### src/rtl/logic_unit_pkg.sv
// Shared opcode constants and result-stage FSM encoding for the shared logic unit.
// Used by logic_unit_arbiter (optional statistics: LOGIC_ARB_STATS_EN).
package logic_unit_pkg;

    localparam logic [1:0] OP_AND = 2'b00;
    localparam logic [1:0] OP_OR  = 2'b01;
    localparam logic [1:0] OP_XOR = 2'b10;
    localparam logic [1:0] OP_NOR = 2'b11;

    typedef enum logic {
        ST_IDLE = 1'b0,
        ST_HOLD = 1'b1
    } arb_state_t;

endpackage

### src/rtl/logic_unit_arbiter_rr_arbiter.sv
// Round-robin arbiter: grants the first request at or above the pointer, wrapping
// modulo NUM_REQ. Combinational; reusable by other shared ALU resources.
module rr_arbiter #(
    parameter int NUM_REQ = 4,
    parameter int ID_W    = $clog2(NUM_REQ)
) (
    input  logic [NUM_REQ-1:0] i_req,
    input  logic [ID_W-1:0]    i_ptr,
    input  logic               i_en,
    output logic [NUM_REQ-1:0] o_grant,
    output logic [ID_W-1:0]    o_idx
);

    localparam int SW = ID_W + 1;

    logic          w_found;
    logic [SW-1:0] w_sum;
    logic [ID_W-1:0] w_cand;

    // search upward from the pointer; the first hit wins
    always_comb begin
        o_grant = '0;
        o_idx   = '0;
        w_found = 1'b0;
        w_sum   = '0;
        w_cand  = '0;
        for (int k = 0; k < NUM_REQ; k++) begin
            w_sum = {1'b0, i_ptr} + SW'(k);
            if (w_sum >= SW'(NUM_REQ)) begin
                w_sum = w_sum - SW'(NUM_REQ);
            end else begin
                w_sum = w_sum;
            end
            w_cand = w_sum[ID_W-1:0];
            if (i_en && !w_found && i_req[w_cand]) begin
                o_grant[w_cand] = 1'b1;
                o_idx           = w_cand;
                w_found         = 1'b1;
            end else begin
                w_found = w_found;
            end
        end
    end

endmodule

### src/rtl/logic_unit_arbiter.sv
// Shares one bitwise logic unit between NUM_REQ requesters with a single registered result stage.
// Define LOGIC_ARB_STATS_EN to add per-requester grant counters and a stall counter.
module logic_unit_arbiter
    import logic_unit_pkg::*;
#(
    parameter int NUM_REQ = 4,
    parameter int WIDTH   = 64,
    parameter int ID_W    = 2
) (
    input  logic                     clk,
    input  logic                     reset,
    input  logic [NUM_REQ-1:0]       req_valid,
    output logic [NUM_REQ-1:0]       req_ready,
    input  logic [NUM_REQ*WIDTH-1:0] req_a,
    input  logic [NUM_REQ*WIDTH-1:0] req_b,
    input  logic [NUM_REQ*2-1:0]     req_op,
    output logic                     resp_valid,
    input  logic                     resp_ready,
    output logic [WIDTH-1:0]         resp_data,
    output logic [ID_W-1:0]          resp_id
`ifdef LOGIC_ARB_STATS_EN
    ,
    output logic [NUM_REQ*32-1:0]    grant_count,
    output logic [31:0]              stall_count
`endif
);

    arb_state_t       r_state;
    arb_state_t       w_next_state;
    logic [ID_W-1:0]  r_ptr;
    logic             r_resp_valid;
    logic [WIDTH-1:0] r_resp_data;
    logic [ID_W-1:0]  r_resp_id;

    logic               w_can_accept;
    logic [NUM_REQ-1:0] w_grant;
    logic [ID_W-1:0]    w_idx;
    logic               w_fire;
    logic [WIDTH-1:0]   w_a;
    logic [WIDTH-1:0]   w_b;
    logic [1:0]         w_op;
    logic [WIDTH-1:0]   w_result;

    // the result slot frees up this cycle if it is empty or being drained
    assign w_can_accept = (r_state == ST_IDLE) || ((r_state == ST_HOLD) && resp_ready);

    rr_arbiter #(
        .NUM_REQ (NUM_REQ),
        .ID_W    (ID_W)
    ) u_rr_arbiter (
        .i_req   (req_valid),
        .i_ptr   (r_ptr),
        .i_en    (w_can_accept && !reset),
        .o_grant (w_grant),
        .o_idx   (w_idx)
    );

    assign req_ready = w_grant;
    assign w_fire    = |w_grant;
    assign w_a       = req_a[int'(w_idx)*WIDTH +: WIDTH];
    assign w_b       = req_b[int'(w_idx)*WIDTH +: WIDTH];
    assign w_op      = req_op[int'(w_idx)*2 +: 2];

    // bitwise result of the granted requester
    always_comb begin
        w_result = '0;
        case (w_op)
            OP_AND:  w_result = w_a & w_b;
            OP_OR:   w_result = w_a | w_b;
            OP_XOR:  w_result = w_a ^ w_b;
            OP_NOR:  w_result = ~(w_a | w_b);
            default: w_result = '0;
        endcase
    end

    // next state: a grant always lands in HOLD, even while draining
    always_comb begin
        w_next_state = r_state;
        case (r_state)
            ST_IDLE: begin
                if (w_fire) w_next_state = ST_HOLD;
                else        w_next_state = ST_IDLE;
            end
            ST_HOLD: begin
                if (w_fire)          w_next_state = ST_HOLD;
                else if (resp_ready) w_next_state = ST_IDLE;
                else                 w_next_state = ST_HOLD;
            end
            default: w_next_state = ST_IDLE;
        endcase
    end

    // state, round-robin pointer and result register
    always_ff @(posedge clk) begin
        if (reset) begin
            r_state      <= ST_IDLE;
            r_ptr        <= '0;
            r_resp_valid <= 1'b0;
            r_resp_data  <= '0;
            r_resp_id    <= '0;
        end else begin
            r_state      <= w_next_state;
            r_resp_valid <= (w_next_state == ST_HOLD);
            if (w_fire) begin
                r_resp_data <= w_result;
                r_resp_id   <= w_idx;
                r_ptr       <= (w_idx == ID_W'(NUM_REQ-1)) ? '0 : w_idx + ID_W'(1);
            end
        end
    end

    assign resp_valid = r_resp_valid;
    assign resp_data  = r_resp_data;
    assign resp_id    = r_resp_id;

`ifdef LOGIC_ARB_STATS_EN
    logic [NUM_REQ*32-1:0] r_grant_count;
    logic [31:0]           r_stall_count;

    // free-running counters, wrapping at 2^32
    always_ff @(posedge clk) begin
        if (reset) begin
            r_grant_count <= '0;
            r_stall_count <= '0;
        end else begin
            for (int i = 0; i < NUM_REQ; i++) begin
                if (w_grant[i]) r_grant_count[i*32 +: 32] <= r_grant_count[i*32 +: 32] + 32'd1;
            end
            if ((r_state == ST_HOLD) && !resp_ready) r_stall_count <= r_stall_count + 32'd1;
        end
    end

    assign grant_count = r_grant_count;
    assign stall_count = r_stall_count;
`endif

endmodule

### config.mk
export PLATFORM = sky130hd
export DESIGN_NAME = logic_unit_arbiter
export DESIGN_NICKNAME = d
export VERILOG_FILES = /design/src/rtl/logic_unit_pkg.sv /design/src/rtl/logic_unit_arbiter_rr_arbiter.sv /design/src/rtl/logic_unit_arbiter.sv
export SDC_FILE = /design/constraint.sdc
export NUM_CORES = 1
export LEC_CHECK = 0
export BUFFER_PORTS_ARGS = -buffer_cell sky130_fd_sc_hd__buf_2
export CORE_AREA = 2 2 235 237
export DETAILED_ROUTE_END_ITERATION = 8
export DIE_AREA = 0 0 237 239
export MAX_ROUTING_LAYER = met4
export PLACE_DENSITY_LB_ADDON = 0.2
export SETUP_SLACK_MARGIN = 0.2
export SLEW_MARGIN = 20
export SYNTH_ARGS = -nofsm -noshare
export SYNTH_HDL_FRONTEND = slang
export SYNTH_SLANG_ARGS = --single-unit
### constraint.sdc
create_clock -name clk -period 3.3 [get_ports clk]
set_input_delay 0.495 -clock clk [delete_from_list [all_inputs] [get_ports clk]]
set_output_delay 0.495 -clock clk [all_outputs]
set_load 0.05 [all_outputs]
==> flow_summary.json <==
{
  "grt_pass1_vias": 13014,
  "fp.dieW_um": 237,
  "reg2reg_setup_slack_ns": 0.13,
  "worst_setup_path_end_kind": "flip-flop",
  "grt_max_degree": 48,
  "num_vias": 12815,
  "fill_cells": 5670,
  "synthTopCellsByArea": "mux2i_1 (24%), ha_1 (15%), nand2_1 (13%), dfxtp_1 (12%), a221oi_2 (5.3%)",
  "slowest_stage": "mux4_2",
  "layout_commonest_cell": "buf_2",
  "synth_area_um2": 11320,
  "layout_common_cells": "buf_2 (593), nand2_1 (361), mux2i_1 (251), inv_1 (131), ha_1 (117)",
  "drive_gt1_frac": 0.4733,
  "synthXorXnorAreaFrac": 0.04953,
  "r2r_cells": 13,
  "numClockSinks": 69,
  "synthMuxAreaShare": 0.2578,
  "dp.cells": 2770,
  "wl_per_cell_um": 20.44,
  "leakagePower_nw": 9.188,
  "rr_endpoint": "resp_data[1]$_SDFFE_PP0P_",
  "synth-compound-area-share": 0.1413,
  "root_buffer": "clkbuf_16",
  "layout.cells.non_filler": 2875,
  "drv_cap": 0,
  "status": "complete, no violations",
  "synth_top_family_by_area": "multiplexers",
  "synth-simple-area-share": 0.1753,
  "dieHeight_um": 239,
  "ys_warn_count": 0,
  "wl_um": 58770,
  "layout_min_cycle_time_ns": 3.169,
  "required_ns": 3.58,
  "post-dp-hpwl_um": 38910,
  "antenna_found_initial": 2,
  "fin_crit_sh": 0.9604,
  "yosysSeqAreaShare": 0.1221,
  "async_flop_share": 0,
  "holdWs_ns": 0.4230,
  "htreeDepth": 3,
  "maxSlewHeadroom": 0.6057,
  "row_count": 86,
  "fin_util": 0.3422,
  "nets": 2825,
  "setup_viol": 0,
  "drcViolationCount": 0,
  "dr.pass1.iters": 5,
  "hold_class": "primary input to flip-flop",
  "hold_end": "r_ptr[1]$_SDFFE_PP0P_",
  "netlist_instances": 1469,
  "finalHoldViolations": 0,
  "worst-path-buf-inv": 4,
  "area_growth_pct": 64.32,
  "port_buffers": 597,
  "synth.avg_cell_area_um2": 7.704,
  "grtUsageTotal": 0.1875,
  "synthAdderAreaFrac": 0.1470,
  "path_class": "flip-flop to flip-flop",
  "ys_types": 52,
  "cp-start-kind": "flip-flop",
  "overflow": 0,
  "synth-edff-count": 0,
  "synth_ff_type": "dfxtp_1",
  "grt_setup_unrepaired": "true",
  "gp_congestion": 0.8017,
  "p_per_area_nw_per_um2": 974.7,
  "min_from": "reset",
  "clock.fmax_mhz": 315.5,
  "arrival_ns": 3.45,
  "cts_buffers": 9,
  "drtAntennaViolNets": 0,
  "syn_nets": 2129,
  "synth_top_area_cell": "mux2i_1",
  "timing.rr.start": "r_ptr[1]$_SDFFE_PP0P_",
  "path_clk_slew_ns": 0.06,
  "path_max_fanout": 19,
  "whs_path_depth": 2,
  "io_pins": 598,
  "first_iter_violations": 354,
  "synth_top_area_frac": 0.2432,
  "setup-tns-final_ns": 0,
  "grt_pass1_wl_um": 76710,
  "start_util": 0.2083,
  "max_stage_delay_ns": 0.56,
  "cts_hold_buf": 0,
  "dieArea_um2": 56640,
  "core_area_um2": 54340,
  "tightest_slew_ns": 0.5915,
  "skew_ns": 0.005473,
  "worstPathCellList": "inv_4 > ha_4 > mux4_2 > nor2b_4 > o211ai_1 > and2_4 > buf_12 > buf_16 > a211oi_4 > nor2_2 > and2_4 > buf_12 > a221oi_2",
  "peakVddDrop_uv": 472.3,
  "yosys_register_bits": 69,
  "crit_family": "compound AO/OA/AOI/OAI gates",
  "cts_tree": "built",
  "via_per_inst": 4.457,
  "clockBufferDepth": 2,
  "clkLatencyLatePin_ns": 0.37,
  "drv_slew": 0
}
==> worst max path at each step <==
stage / start / endpoint / slack [ns] / cells after the start
after CTS: r_ptr[1]$_SDFFE_PP0P_ / resp_data[6]$_SDFFE_PP0P_ / 0.14 / 16
after global placement: req_valid[0] / resp_data[20]$_SDFFE_PP0P_ / -0.10 / 14
after global routing: r_ptr[0]$_SDFFE_PP0P_ / resp_data[39]$_SDFFE_PP0P_ / 0.03 / 12
after floorplan: r_ptr[0]$_SDFFE_PP0P_ / resp_data[18]$_SDFFE_PP0P_ / 0.15 / 17
after detailed placement: r_ptr[0]$_SDFFE_PP0P_ / resp_data[20]$_SDFFE_PP0P_ / -0.16 / 15
final: r_ptr[1]$_SDFFE_PP0P_ / resp_data[1]$_SDFFE_PP0P_ / 0.13 / 13
==> cell families after synthesis <==
| logic type | Yosys count |
|---|---|
| buffers and inverters | 249 |
| DFF | 69 |
| adders and majority gates | 133 |
| AOI/OAI and AO/OA | 196 |
| and+or+nand+nor | 474 |
| xor gates and xnor gates | 64 |
| muxes | 284 |
==> stage by stage <==
stage               area, um2  power (mW)  setup slack [ns]
CTS                     17240       16.54            0.1368
global route            18600       19.51           0.03042
detailed placement      15810       13.97           -0.1600
global placement        15810       13.75           -0.1048
floorplan               11730       10.49            0.1519
finish                  18600       18.13            0.1305
==> sequential cells by signal, summed over array words and instances, names as in the netlist <==
register	count
resp_id	2
resp_data	64
r_ptr	2
resp_valid	1
==> per-layer routing <==
layer	GRT usage	up-vias	wire (um)
met4	0.03260	0	1013
met3	0.03487	48	2994
met1	0.2066	6048	23680
met2	0.3529	405	31080
met5	-	-	0
li1	-	6314	-
==> synthesized netlist by cell type (38+ instances only) <==
cell type  number
and2_1         65
inv_1         138
a221oi_2       40
xnor2_1        64
ha_1          133
a21oi_1       105
buf_2          38
dfxtp_1        69
nand2_1       385
mux2i_1       275
clkbuf_1       38
==> worst reg2reg max path, delay by kind of cell (launching register included) <==
| family | cells | cell delay (ns) |
|---|---|---|
| compound gates | 3 | 0.66 |
| simple gates | 4 | 0.62 |
| mux | 1 | 0.57 |
| buf+inv | 4 | 0.53 |
| flops | 1 | 0.38 |
| fa+ha+maj | 1 | 0.31 |
==> final cells by class <==
type,instances,area (um2),share of cell area
multi-input combinational,1151,9463,0.5088
timing repair buffer,787,5849,0.3145
sequential,69,1389,0.07468
tap,704,880.8,0.04737
inverter,141,573.1,0.03081
clock buffer,14,295.3,0.01588
timing repair inverter,6,131.4,0.007065
clock inverter,2,12.51,0.0006728
antenna,1,2.502,0.0001346
==> power breakdown <==
group          switching (mW)  internal [mW]  total (mW)
clock                   0.461          0.617        1.08
combinational            8.58           6.91        15.5
sequential              0.258           1.30        1.56
==> timing repair <==
item,4_1_cts,5_1_grt
gates cloned,15,30
gates resized for setup,125,119
setup buffers,27,16
pin swaps,26,29
setup endpoints to repair,68,68
endpoints found under the hold margin,0,0
Power figures use the tool's default switching activity.
